$ cat src/rtl/fir_pkg.sv
`default_nettype none
// +--------------------------------------------------------------------------+
// | fir_pkg : shared widths, tap shift table and sequencer state encoding     |
// | Rev 1.0                                                                   |
// +--------------------------------------------------------------------------+
package fir_pkg;

  localparam int unsigned FIR_W     = 16;
  localparam int unsigned FIR_NTAPS = 5;

  // Logical right-shift applied to each delay-line entry, tap0 first.
  localparam int unsigned FIR_SHIFT [FIR_NTAPS] = '{5, 4, 3, 2, 1};

  typedef enum logic [1:0] {
    IDLE = 2'd0,
    ACC  = 2'd1,
    DONE = 2'd2
  } fir_state_e;

endpackage
`default_nettype wire

$ cat src/rtl/fir_shared_adder.sv
`default_nettype none
// +--------------------------------------------------------------------------+
// | fir_shared_adder : single 16-bit adder time-shared by all taps            |
// | FIR_APPROX_ADD_EN selects the approximate low-byte carry scheme. Rev 1.0  |
// +--------------------------------------------------------------------------+
module fir_shared_adder
  import fir_pkg::*;
(
  input  logic [FIR_W-1:0] a,
  input  logic [FIR_W-1:0] b,
  output logic [FIR_W-1:0] sum
);

`ifdef FIR_APPROX_ADD_EN
  logic [7:0] w_carry_lo;
  logic       w_carry_hi;

  // Low byte: each carry comes only from the bit pair directly below it.
  assign w_carry_lo = {a[6:0] & b[6:0], 1'b0};
  assign w_carry_hi = a[7] & b[7];

  assign sum[7:0]  = a[7:0] ^ b[7:0] ^ w_carry_lo;
  assign sum[15:8] = a[15:8] + b[15:8] + {7'd0, w_carry_hi};
`else
  assign sum = a + b;
`endif

endmodule
`default_nettype wire

$ cat src/rtl/fir_tap_sequencer.sv
`default_nettype none
// +--------------------------------------------------------------------------+
// | fir_tap_sequencer : 5-tap shift-coefficient FIR, one tap per cycle        |
// | Adder variant chosen by FIR_APPROX_ADD_EN in fir_shared_adder. Rev 1.0    |
// +--------------------------------------------------------------------------+
module fir_tap_sequencer
  import fir_pkg::*;
#(
  parameter int NTAPS = FIR_NTAPS,
  parameter int W     = FIR_W
) (
  input  logic         clk,
  input  logic         rst,
  input  logic         in_valid,
  output logic         in_ready,
  input  logic [W-1:0] x,
  output logic         out_valid,
  input  logic         out_ready,
  output logic [W-1:0] dataout,
  output logic         busy
);

  fir_state_e   state_q, state_d;
  logic [W-1:0] d_q [NTAPS];
  logic [W-1:0] d_d [NTAPS];
  logic [W-1:0] acc_q, acc_d;
  logic [2:0]   tap_q, tap_d;
  logic [W-1:0] dataout_q, dataout_d;
  logic         out_valid_q, out_valid_d;
  logic         in_ready_q, in_ready_d;
  logic         busy_q, busy_d;

  logic [W-1:0] w_term [NTAPS];
  logic [W-1:0] w_tap_term;
  logic [W-1:0] w_sum;

  for (genvar k = 0; k < NTAPS; k++) begin : g_term
    assign w_term[k] = d_q[k] >> FIR_SHIFT[k];
  end

  always_comb begin
    w_tap_term = '0;
    for (int k = 0; k < NTAPS; k++) begin
      if (tap_q == 3'(k)) w_tap_term = w_term[k];
    end
  end

  fir_shared_adder u_adder (
    .a   (acc_q),
    .b   (w_tap_term),
    .sum (w_sum)
  );

  always_comb begin
    state_d   = state_q;
    acc_d     = acc_q;
    tap_d     = tap_q;
    dataout_d = dataout_q;
    for (int k = 0; k < NTAPS; k++) d_d[k] = d_q[k];

    case (state_q)
      IDLE: begin
        if (in_valid) begin
          d_d[0] = x;
          for (int k = 1; k < NTAPS; k++) d_d[k] = d_q[k-1];
          acc_d   = '0;
          tap_d   = '0;
          state_d = ACC;
        end
      end
      ACC: begin
        acc_d = w_sum;
        tap_d = tap_q + 3'd1;
        if (tap_q == 3'(NTAPS - 1)) begin
          dataout_d = w_sum;
          state_d   = DONE;
        end
      end
      DONE: begin
        if (out_ready) state_d = IDLE;
      end
      default: state_d = IDLE;
    endcase

    // Handshake outputs are registered, decoded from the next state.
    in_ready_d  = (state_d == IDLE);
    out_valid_d = (state_d == DONE);
    busy_d      = (state_d != IDLE);
  end

  always_ff @(posedge clk) begin
    if (rst) begin
      state_q     <= IDLE;
      acc_q       <= '0;
      tap_q       <= '0;
      dataout_q   <= '0;
      out_valid_q <= 1'b0;
      in_ready_q  <= 1'b1;
      busy_q      <= 1'b0;
      for (int k = 0; k < NTAPS; k++) d_q[k] <= '0;
    end else begin
      state_q     <= state_d;
      acc_q       <= acc_d;
      tap_q       <= tap_d;
      dataout_q   <= dataout_d;
      out_valid_q <= out_valid_d;
      in_ready_q  <= in_ready_d;
      busy_q      <= busy_d;
      for (int k = 0; k < NTAPS; k++) d_q[k] <= d_d[k];
    end
  end

  assign in_ready  = in_ready_q;
  assign out_valid = out_valid_q;
  assign dataout   = dataout_q;
  assign busy      = busy_q;

endmodule
`default_nettype wire
$ cat config.mk
export PLATFORM = sky130hd
export DESIGN_NAME = fir_tap_sequencer
export DESIGN_NICKNAME = d
export VERILOG_FILES = /design/src/rtl/fir_pkg.sv /design/src/rtl/fir_shared_adder.sv /design/src/rtl/fir_tap_sequencer.sv
export SDC_FILE = /design/constraint.sdc
export NUM_CORES = 1
export LEC_CHECK = 0
export CORE_MARGIN = 1
export CORE_UTILIZATION = 53
export DETAILED_ROUTE_END_ITERATION = 8
export GPL_TIMING_DRIVEN = 0
export PLACE_DENSITY_LB_ADDON = 0.05
export SYNTH_ARGS = -nofsm -noshare
export SYNTH_HDL_FRONTEND = slang
export SYNTH_SLANG_ARGS = --single-unit
$ cat constraint.sdc
create_clock -name clk -period 3.7 [get_ports clk]
set_input_delay 0.74 -clock clk [delete_from_list [all_inputs] [get_ports clk]]
set_output_delay 0.74 -clock clk [all_outputs]
set_load 0.02 [all_outputs]
==> flow_summary.toml, run 1 <==
[grt]
antenna_found_initial = 0
track_usage = 0.299
grt_pass1_wl_mm = 25.0
gr-total-overflow = 0
grt_max_degree = 17
grt_pass1_vias = 4979

[setup_path]
rr_worst_depth = 14
crit_path_end_kind = "flip-flop"
r2r_slack_ns = 0.11
cp.required_ns = 4.17
max_stage_delay_ns = 0.39
timing.rr.end = "acc_q[12]$_SDFFE_PP0P_"
crit_slowest_cell = "fa_2"
crit_family = "compound AO/OA/AOI/OAI gates"
cp.depth = 14
crit_type = "reg -> reg"
start_kind = "flip-flop"
path_max_fanout = 10
regToRegStartpoint = "tap_q[1]$_SDFFE_PP0P_"
crit_chain = "inv_1 > ha_1 > nor2b_1 > clkbuf_4 > a222oi_1 > nor3_1 > a21oi_1 > o21ai_2 > fa_2 > a21o_1 > a311o_4 > a2111oi_4 > mux2_1 > nand2_1"
worstPathArrival_ns = 4.06
crit_buf_inv = 2

[yosys]
synth_area_leaders = "dfxtp_1 (42%), nand2_1 (14%), a21oi_1 (10%)"
netlist_instances = 713
syn_nets = 755
synth_top_family_by_area = "compound AO/OA/AOI/OAI gates"
yosys.area.top_type = "dfxtp_1"
synth_compound_area_frac = 0.235
synth-seq-cells = 115
syn_area_per_cell_sq_um = 7.66
synth_top_area_share = 0.421
synthAdderAreaFrac = 0.0518
synth_xor_area_frac = 0.00802
synth_common_cells = "nand2_1 (202), dfxtp_1 (115), a21oi_1 (112), nor2_1 (39), clkbuf_1 (35)"
syn-cell-area_sq_um = 5460
synth_seq_area_share = 0.421
synthFlopType = "dfxtp_1"
synth_cell_type_count = 59
synth_edf_count = 0
synth-simple-area-share = 0.235
synth-async-reset-ratio = 0
yosysWarningCount = 0
synth.area.mux_share = 0.00573
synth_most_common_cell = "nand2_1"

[pwr]
cellPowerDensity_nw_per_um2 = 488
p_leak_nw = 2.50
ir_drop_v = 0.000376

[cts]
clkLatencyLatePin_ns = 0.53
cts_made_buffers = 17
cts.clk_slew.worst_paths_ns = 0.06
clock-root-buffer = "clkbuf_8"
clk_path_buf_depth = 2
ctsHtreeMaxLevel = 4
clock-sinks = 115
holdBufCountCts = 0
cts_tree = "built"

[detailed_routing]
routed_wl_mm = 15.6
dr_wl_met3_um = 999
wl_met1_mm = 7.30
top_layer_used = "met4"
dr.pass1.iters = 5
drtIter0Drc = 393
viasPerCell = 5.78
met2_wirelength_mm = 6.93
wl_per_cell_um = 17.0
routed-via-count = 5280
drtAntennaViolNets = 0
drcViolationCount = 0

[timing]
fmax_ghz = 0.279
fin_crit_ns = 3.59
maxSlewViolCount = 0
finalWorstSetupSlack_ns = 0.113
slew_headroom = 0.510
rsz0062_at_grt = "no"
fin_crit_sh = 0.970
hold_viol = 0
skew_ns = 0.00960
finalSetupViolCount = 0
worst_pin_slew_ns = 0.732

[hold_path]
hold_path_end = "dataout[7]$_SDFFE_PP0P_"
min_path_cells = 2
hp-start = "dataout[7]$_SDFFE_PP0P_"
min_path_type = "reg -> reg"

[outcome]
status = "finished, final reports clean"

[finish]
num-nets-final = 811
drive_above_1_share = 0.0999
fillers = 816
n_antenna_cell = 0
areaGrowthSynthToFinish_pct = 23.9
fin_cells = 914

[die]
rows = 36
die_w_um = 104
die_area_sq_um = 10700
chipHeight_um = 104
io_pins = 39
initial_utilization = 0.554
core_sq_um = 9860

[placed_design]
place_ws_ns = -0.722
dp_cells = 883
gp_congestion = 0.923
hpwl_mm = 11.4
port_buffers = 37

[job]
drv_cap = 0
layout make-up:
| cell class | instances | area [sq um] | share of cell area |
|---|---|---|---|
| plain buffers | 48 | 224 | 0.0331 |
| flip-flops and latches | 115 | 2310 | 0.341 |
| well taps | 133 | 166 | 0.0246 |
| inverters | 9 | 33.8 | 0.00499 |
| clock inverters | 10 | 180 | 0.0266 |
| repair buffers | 38 | 378 | 0.0558 |
| multi-input cells | 540 | 3030 | 0.448 |
| clock buffers | 21 | 449 | 0.0663 |
worst max path at each step:
stage / from / end / slack (ns)
finish: tap_q[1]$_SDFFE_PP0P_ / acc_q[12]$_SDFFE_PP0P_ / 0.11
global route: tap_q[1]$_SDFFE_PP0P_ / dataout[14]$_SDFFE_PP0P_ / 0.009
CTS: tap_q[2]$_SDFFE_PP0P_ / acc_q[12]$_SDFFE_PP0P_ / 0.004
detailed placement: tap_q[2]$_SDFFE_PP0P_ / dataout[15]$_SDFFE_PP0P_ / -0.72
global placement: tap_q[2]$_SDFFE_PP0P_ / dataout[15]$_SDFFE_PP0P_ / -0.69
floorplan: tap_q[2]$_SDFFE_PP0P_ / acc_q[12]$_SDFFE_PP0P_ / 0.17
tightest hold or removal path: stages (launching register included):
cell and delay [ns]:
dfxtp_1 0.31, nand2_1 0.05, a21oi_1 0.05
flip-flops by register name, summed over array words and instances, names as in the netlist:
| signal | count |
|---|---|
| acc_q | 16 |
| dataout | 16 |
| state_q | 2 |
| tap_q | 3 |
| out_valid | 1 |
| d_q | 75 |
| busy | 1 |
| in_ready | 1 |
cells in the final DEF (no fill, tap or decap), drive strengths merged, types with 3 or more instances in the layout:
master         netlist  routed
nand2              202     202
dfxtp              115     115
a21oi              114     114
clkbuf              36      54
nor2                39      39
clkdlybuf4s50        0      37
o21ai               30      30
ha                  21      21
nand3               15      15
nor3                15      15
buf                 12      15
a222oi              11      11
inv                  9       9
a21o                 7       7
a22oi                6       6
o211ai               6       6
a32oi                5       5
bufinv               0       5
and2                 5       5
and3                 4       4
nand4                4       4
a211oi               4       4
nand2b               3       3
o21a                 3       3
or3                  3       3
or4                  3       3
xnor2                3       3
clkinv               0       3
a311o                3       3
a21boi               3       3
cell families (layout without fill, tap and decap cells):
family          count (synthesis)  count (layout)
compound gates                206             206
xor+xnor                        5               5
fa+ha+maj                      22              22
buf+inv                        58             126
flops                         115             115
mux                             3               3
simple gates                  304             304
layer usage:
layer,global-route usage,up-vias
li1,-,2611
met1,0.409,2450
met2,0.449,192
met3,0.0680,27
met4,0.134,0
met5,0,-
through the flow:
stage	utilization	instance area [sq um]	hold WS (ns)	setup TNS, ns	power, mW
CTS	0.677	6680	0.456	0	3.31
floorplan	-	5460	0.432	0	1.47
global route	0.686	6770	0.477	0	3.40
global placement	0.608	6000	0.441	-8.34	1.55
finish	0.686	6770	0.455	0	3.30
detailed placement	0.608	6000	0.448	-9.37	1.56
where the power goes:
group / leakage, nW / switching, mW / internal, mW
Clock: 0.304 / 0.565 / 1.19
Combinational: 1.26 / 0.175 / 0.0920
Sequential: 0.932 / 0.0198 / 1.26
repair_timing:
action	4_1_cts	5_1_grt
pin swaps	2	12
setup endpoints to repair	26	14
buffers inserted	0	1
gates resized for setup	27	27
No activity file was read; power rests on OpenSTA's default activity.
==> run 2, diff against run 1 <==
--- a/config.mk
+++ b/config.mk
@@ -9,7 +9,7 @@
 export CORE_UTILIZATION = 53
 export DETAILED_ROUTE_END_ITERATION = 8
 export GPL_TIMING_DRIVEN = 0
-export PLACE_DENSITY_LB_ADDON = 0.05
+export PLACE_DENSITY = 0.74
 export SYNTH_ARGS = -nofsm -noshare
 export SYNTH_HDL_FRONTEND = slang
 export SYNTH_SLANG_ARGS = --single-unit
==> run 2 against run 1 <==
Compared with the run above: die area did not move; clock-buffer cell count fell by 4; clock power fell by 12%; clock skew rose by 0.0012 ns; wire length fell by 1.3%; non-clock buffer count rose by 1; combinational power barely moved; final area fell by 0.79%; sequential share of layout area rose by 0.27 points; hold slack barely moved; power fell by 6.4%; cell count rose by 0.22%.
==> flow_summary.toml, run 2 (synthesis gave the netlist of run 1 again) <==
[placed_design]
gp_congestion = 0.904
place_ws_ns = -0.768
dp_cells = 883
post_dp_cell_area_sq_um = 6000
port_buffers = 37
hpwl_mm = 11.3

[detailed_routing]
drcViolationCount = 0
routed_wl_mm = 15.4
dr.pass1.iters = 5
drtIter0Drc = 520
routed-via-count = 5373
wl_per_cell_um = 16.8
wl_met1_mm = 6.89
met2_wirelength_mm = 7.07
drtAntennaViolNets = 0
viasPerCell = 5.87
dr_wl_met3_mm = 1.07
top_layer_used = "met4"

[grt]
track_usage = 0.290
grt_pass1_wl_mm = 24.6
antenna_found_initial = 0
gr-total-overflow = 0
grt_pass1_vias = 4965
grt_max_degree = 17

[finish]
fin_util = 0.681
fillers = 825
areaGrowthSynthToFinish_pct = 23.0
num-nets-final = 812
final_cell_mix = "nand2_1 (202), dfxtp_1 (112), a21oi_1 (108)"
largest_reg_flops = 75
fin_area_sq_um = 6720
fin_cells = 916
regMostFlops = "d_q"
drive_above_1_share = 0.109
final_common_cell = "nand2_1"
n_antenna_cell = 0

[timing]
maxSlewViolCount = 0
fin_crit_ns = 3.62
rsz0062_at_grt = "no"
slew_headroom = 0.528
finalWorstSetupSlack_ns = 0.0795
worst_pin_slew_ns = 0.705
hold_viol = 0
fin_crit_sh = 0.979
fmax_ghz = 0.276
skew_ns = 0.0108
finalSetupViolCount = 0

[cts]
holdBufCountCts = 0
ctsHtreeMaxLevel = 4
clock-sinks = 115
cts_made_buffers = 17
clkLatencyLatePin_ns = 0.52
cts_tree = "built"
clk_path_buf_depth = 2
cts.clk_slew.worst_paths_ns = 0.06
clock-root-buffer = "clkbuf_8"

[pwr]
p_leak_nw = 2.47
power_frac_comb = 0.087
clkPwrFrac = 0.498
intPower_mw = 2.26
p_seq_frac = 0.414
power_switching_share = 0.269
cellPowerDensity_nw_per_um2 = 461
switching_power_mw = 0.831
ir_drop_v = 0.000277

[setup_path]
path_max_fanout = 10
max_stage_delay_ns = 0.50
crit_type = "reg -> reg"
crit_family = "compound AO/OA/AOI/OAI gates"
crit_slowest_cell = "o21ai_0"
crit_buf_inv = 3
start_kind = "flip-flop"
crit_chain = "inv_1 > clkbuf_2 > ha_4 > clkbuf_4 > nor3_1 > a21oi_1 > o21ai_0 > ha_2 > o21a_1 > a2111oi_4 > mux2_1 > nand2_1"
cp.required_ns = 4.16
worstPathArrival_ns = 4.08
crit_path_end_kind = "flip-flop"

[die]
io_pins = 39
rows = 36
die_area_sq_um = 10700
die_w_um = 104
chipHeight_um = 104
core_sq_um = 9860
initial_utilization = 0.554

[job]
drv_cap = 0

[outcome]
status = "finished, final reports clean"

[hold_path]
min_path_type = "reg -> reg"
run 2: area by class of cell:
class / count / area, sq um / area share
flip-flops and latches: 115 / 2310 / 0.343
plain buffers: 48 / 224 / 0.0333
clock inverters: 15 / 146 / 0.0218
clock buffers: 17 / 414 / 0.0617
well taps: 133 / 166 / 0.0248
inverters: 9 / 33.8 / 0.00503
repair buffers: 39 / 385 / 0.0574
multi-input cells: 540 / 3040 / 0.453
run 2: power by group through the flow:
stage	sequential (mW)	combinational (mW)	clock, mW
floorplan	1.30	0.164	0
global placement	1.31	0.245	0
detailed placement	1.31	0.251	0
CTS	1.28	0.258	1.55
global route	1.28	0.296	1.62
finish	1.28	0.270	1.54
run 2: metal layers:
layer	GRT usage	up-vias
met5	0	-
met4	0.113	0
met1	0.389	2542
met3	0.0812	28
met2	0.442	180
li1	-	2623
run 2: tightest hold or removal path, cell delays in order, from the launching register on:
cell and delay [ns]:
dfxtp_1 0.31, nand2_1 0.05, a21oi_1 0.05
run 2: final timing paths:
path,slack [ns],from,cells after the start,to
hold / removal,0.46,d_q[0][2]$_SDFFE_PP0P_,2,d_q[0][2]$_SDFFE_PP0P_
setup reg to reg,0.08,tap_q[2]$_SDFFE_PP0P_,12,acc_q[12]$_SDFFE_PP0P_
hold reg to reg,0.46,d_q[0][2]$_SDFFE_PP0P_,2,d_q[0][2]$_SDFFE_PP0P_
setup / recovery,0.08,tap_q[2]$_SDFFE_PP0P_,12,acc_q[12]$_SDFFE_PP0P_
run 2: metrics by stage:
stage,setup TNS [ns],hold slack [ns],total power [mW]
4_1_cts,0,0.458,3.09
3_5_place_dp,-9.58,0.446,1.56
2_1_floorplan,0,0.432,1.47
5_1_grt,0,0.472,3.20
3_3_place_gp,-8.13,0.441,1.55
6_report,0,0.455,3.09
run 2: timing repair:
item | CTS | global route
pin swaps | 1 | 14
resized for setup | 27 | 32
setup buffers | 0 | 2
endpoints found under the setup margin | 25 | 16
==> run 3, diff against run 2 <==
--- a/config.mk
+++ b/config.mk
@@ -5,8 +5,9 @@
 export SDC_FILE = /design/constraint.sdc
 export NUM_CORES = 1
 export LEC_CHECK = 0
-export CORE_MARGIN = 1
+export CORE_MARGIN = 3
 export CORE_UTILIZATION = 53
+export CTS_BUF_LIST = sky130_fd_sc_hd__clkbuf_8 sky130_fd_sc_hd__clkbuf_16
 export DETAILED_ROUTE_END_ITERATION = 8
 export GPL_TIMING_DRIVEN = 0
 export PLACE_DENSITY = 0.74
==> run 3 against run 2 <==
Compared with the run above: register-to-register slack barely moved; clock skew shrank 0.00083 ns; via count is 0.73% higher; global-route usage decreased by 1.1 points; sequential power about the same; sequential share of layout area decreased by 0.47 points; setup slack better by 0.0040 ns; hold slack got worse by 0.0074 ns; die area is 7.9% higher; fmax rose by 0.11%; first-iteration DRC count grew 11%; largest power group unchanged.
==> flow_summary.toml, run 3 (synthesis gave the netlist of run 1 again) <==
[timing]
slew_headroom = 0.538
worst_pin_slew_ns = 0.691
skew_ns = 0.0100
maxSlewViolCount = 0
fmax_ghz = 0.277
fin_crit_sh = 0.977
hold_viol = 0
holdWs_ns = 0.448
fin_crit_ns = 3.62
tns_ns = 0
finalSetupViolCount = 0
rsz0062_at_grt = "yes"

[die]
chipHeight_um = 108
die_area_sq_um = 11600
rows = 36
initial_utilization = 0.551
die_w_um = 108
io_pins = 39
core_sq_um = 9910

[cts]
cts.clk_slew.worst_paths_ns = 0.06
clock-root-buffer = "clkbuf_8"
ctsHtreeMaxLevel = 4
clock-sinks = 115
cts_made_buffers = 17
cts_tree = "built"
clk_path_buf_depth = 2
clkLatencyLatePin_ns = 0.53
holdBufCountCts = 0

[grt]
gr-total-overflow = 0
antenna_found_initial = 0
grt_max_degree = 17
grt_pass1_wl_mm = 25.6
grt_pass1_vias = 5101
track_usage = 0.279

[detailed_routing]
wl_per_cell_um = 17.2
dr.pass1.iters = 5
drtAntennaViolNets = 0
viasPerCell = 5.88
routed_wl_mm = 15.8
routed-via-count = 5412
drcViolationCount = 0
drtIter0Drc = 579

[setup_path]
cp.required_ns = 4.12
crit_chain = "inv_2 > ha_4 > nor2b_2 > buf_4 > a222oi_1 > nor3_1 > a21oi_1 > o21ai_2 > ha_1 > buf_4 > o211ai_1 > o211ai_1 > and4_1 > or3_1 > a32o_1"
path_max_fanout = 10
crit_path_end_kind = "flip-flop"
crit_slowest_cell = "a222oi_1"
start_kind = "flip-flop"
r2r_slack_ns = 0.08
crit_type = "reg -> reg"
max_stage_delay_ns = 0.42
worstPathArrival_ns = 4.04

[job]
drv_cap = 0

[placed_design]
port_buffers = 37
hpwl_mm = 11.3
gp_congestion = 0.941
post_dp_cell_area_sq_um = 6000

[pwr]
p_leak_nw = 2.53
cellPowerDensity_nw_per_um2 = 469
ir_drop_v = 0.000412
p_total_mw = 3.20

[finish]
final_common_cell = "nand2_1"
largest_reg_flops = 75
num-nets-final = 816
areaGrowthSynthToFinish_pct = 24.8
n_antenna_cell = 0
fin_area_sq_um = 6820
fillers = 813
regMostFlops = "d_q"
drive_above_1_share = 0.114
final_cell_mix = "nand2_1 (202), dfxtp_1 (112), a21oi_1 (109)"
fin_util = 0.688

[hold_path]
min_path_type = "reg -> reg"

[outcome]
status = "finished, final reports clean"
-- run 3: cell count changes in the layout (fill, tap and decap cells not counted), sizes merged --
cell / before / now
clkinv: 3 / 6
bufinv: 1 / 3
buf: 16 / 20
clkinvlp: 4 / 3
clkbuf: 50 / 51
inv: 16 / 11
-- run 3: through the flow --
stage / instances / setup slack, ns
global route: 920 / -0.0666
detailed placement: 883 / -0.778
CTS: 915 / 0.0176
finish: 920 / 0.0834
global placement: 883 / -0.690
floorplan: 713 / 0.170
-- run 3: cell type report --
class / instances / area (sq um) / share of cell area
multi-input combinational: 540 / 3070 / 0.451
tap: 133 / 166 / 0.0244
buffer: 48 / 229 / 0.0336
clock buffer: 18 / 428 / 0.0628
clock inverter: 14 / 163 / 0.0239
sequential: 115 / 2310 / 0.339
timing repair buffer: 43 / 415 / 0.0609
inverter: 9 / 33.8 / 0.00496
-- run 3: layer usage --
layer  share of wire  track usage
met1            0.43        0.372
met2            0.47        0.447
met3           0.078       0.0642
met4           0.021       0.0929
met5               0            0
-- run 3: worst paths after layout --
path	start	endpoint	cells past startpoint
hold reg to reg	d_q[0][1]$_SDFFE_PP0P_	d_q[0][17]$_SDFFE_PP0P_	2
setup / recovery	tap_q[1]$_SDFFE_PP0P_	dataout[15]$_SDFFE_PP0P_	15
hold / removal	d_q[0][1]$_SDFFE_PP0P_	d_q[0][17]$_SDFFE_PP0P_	2
setup reg to reg	tap_q[1]$_SDFFE_PP0P_	dataout[15]$_SDFFE_PP0P_	15
-- run 3: critical path: cells and delay by family (launching register included) --
| kind | cells | cell delay [ns] |
|---|---|---|
| AOI/OAI and AO/OA | 6 | 1.35 |
| adders and majority gates | 2 | 0.53 |
| buffers and inverters | 3 | 0.39 |
| DFF | 1 | 0.36 |
| and+or+nand+nor | 4 | 0.88 |
-- run 3: power breakdown --
part	leakage [nW]	internal, mW	switching, mW
Sequential	0.932	1.26	0.0209
Combinational	1.31	0.0982	0.180
Clock	0.288	1.04	0.596
-- run 3: repair_timing --
action | in CTS | in global routing
hold endpoints to repair | 0 | 0
setup endpoints to repair | 26 | 13
setup buffers | 1 | 5
pin swaps | 3 | 18
gates resized for setup | 25 | 40
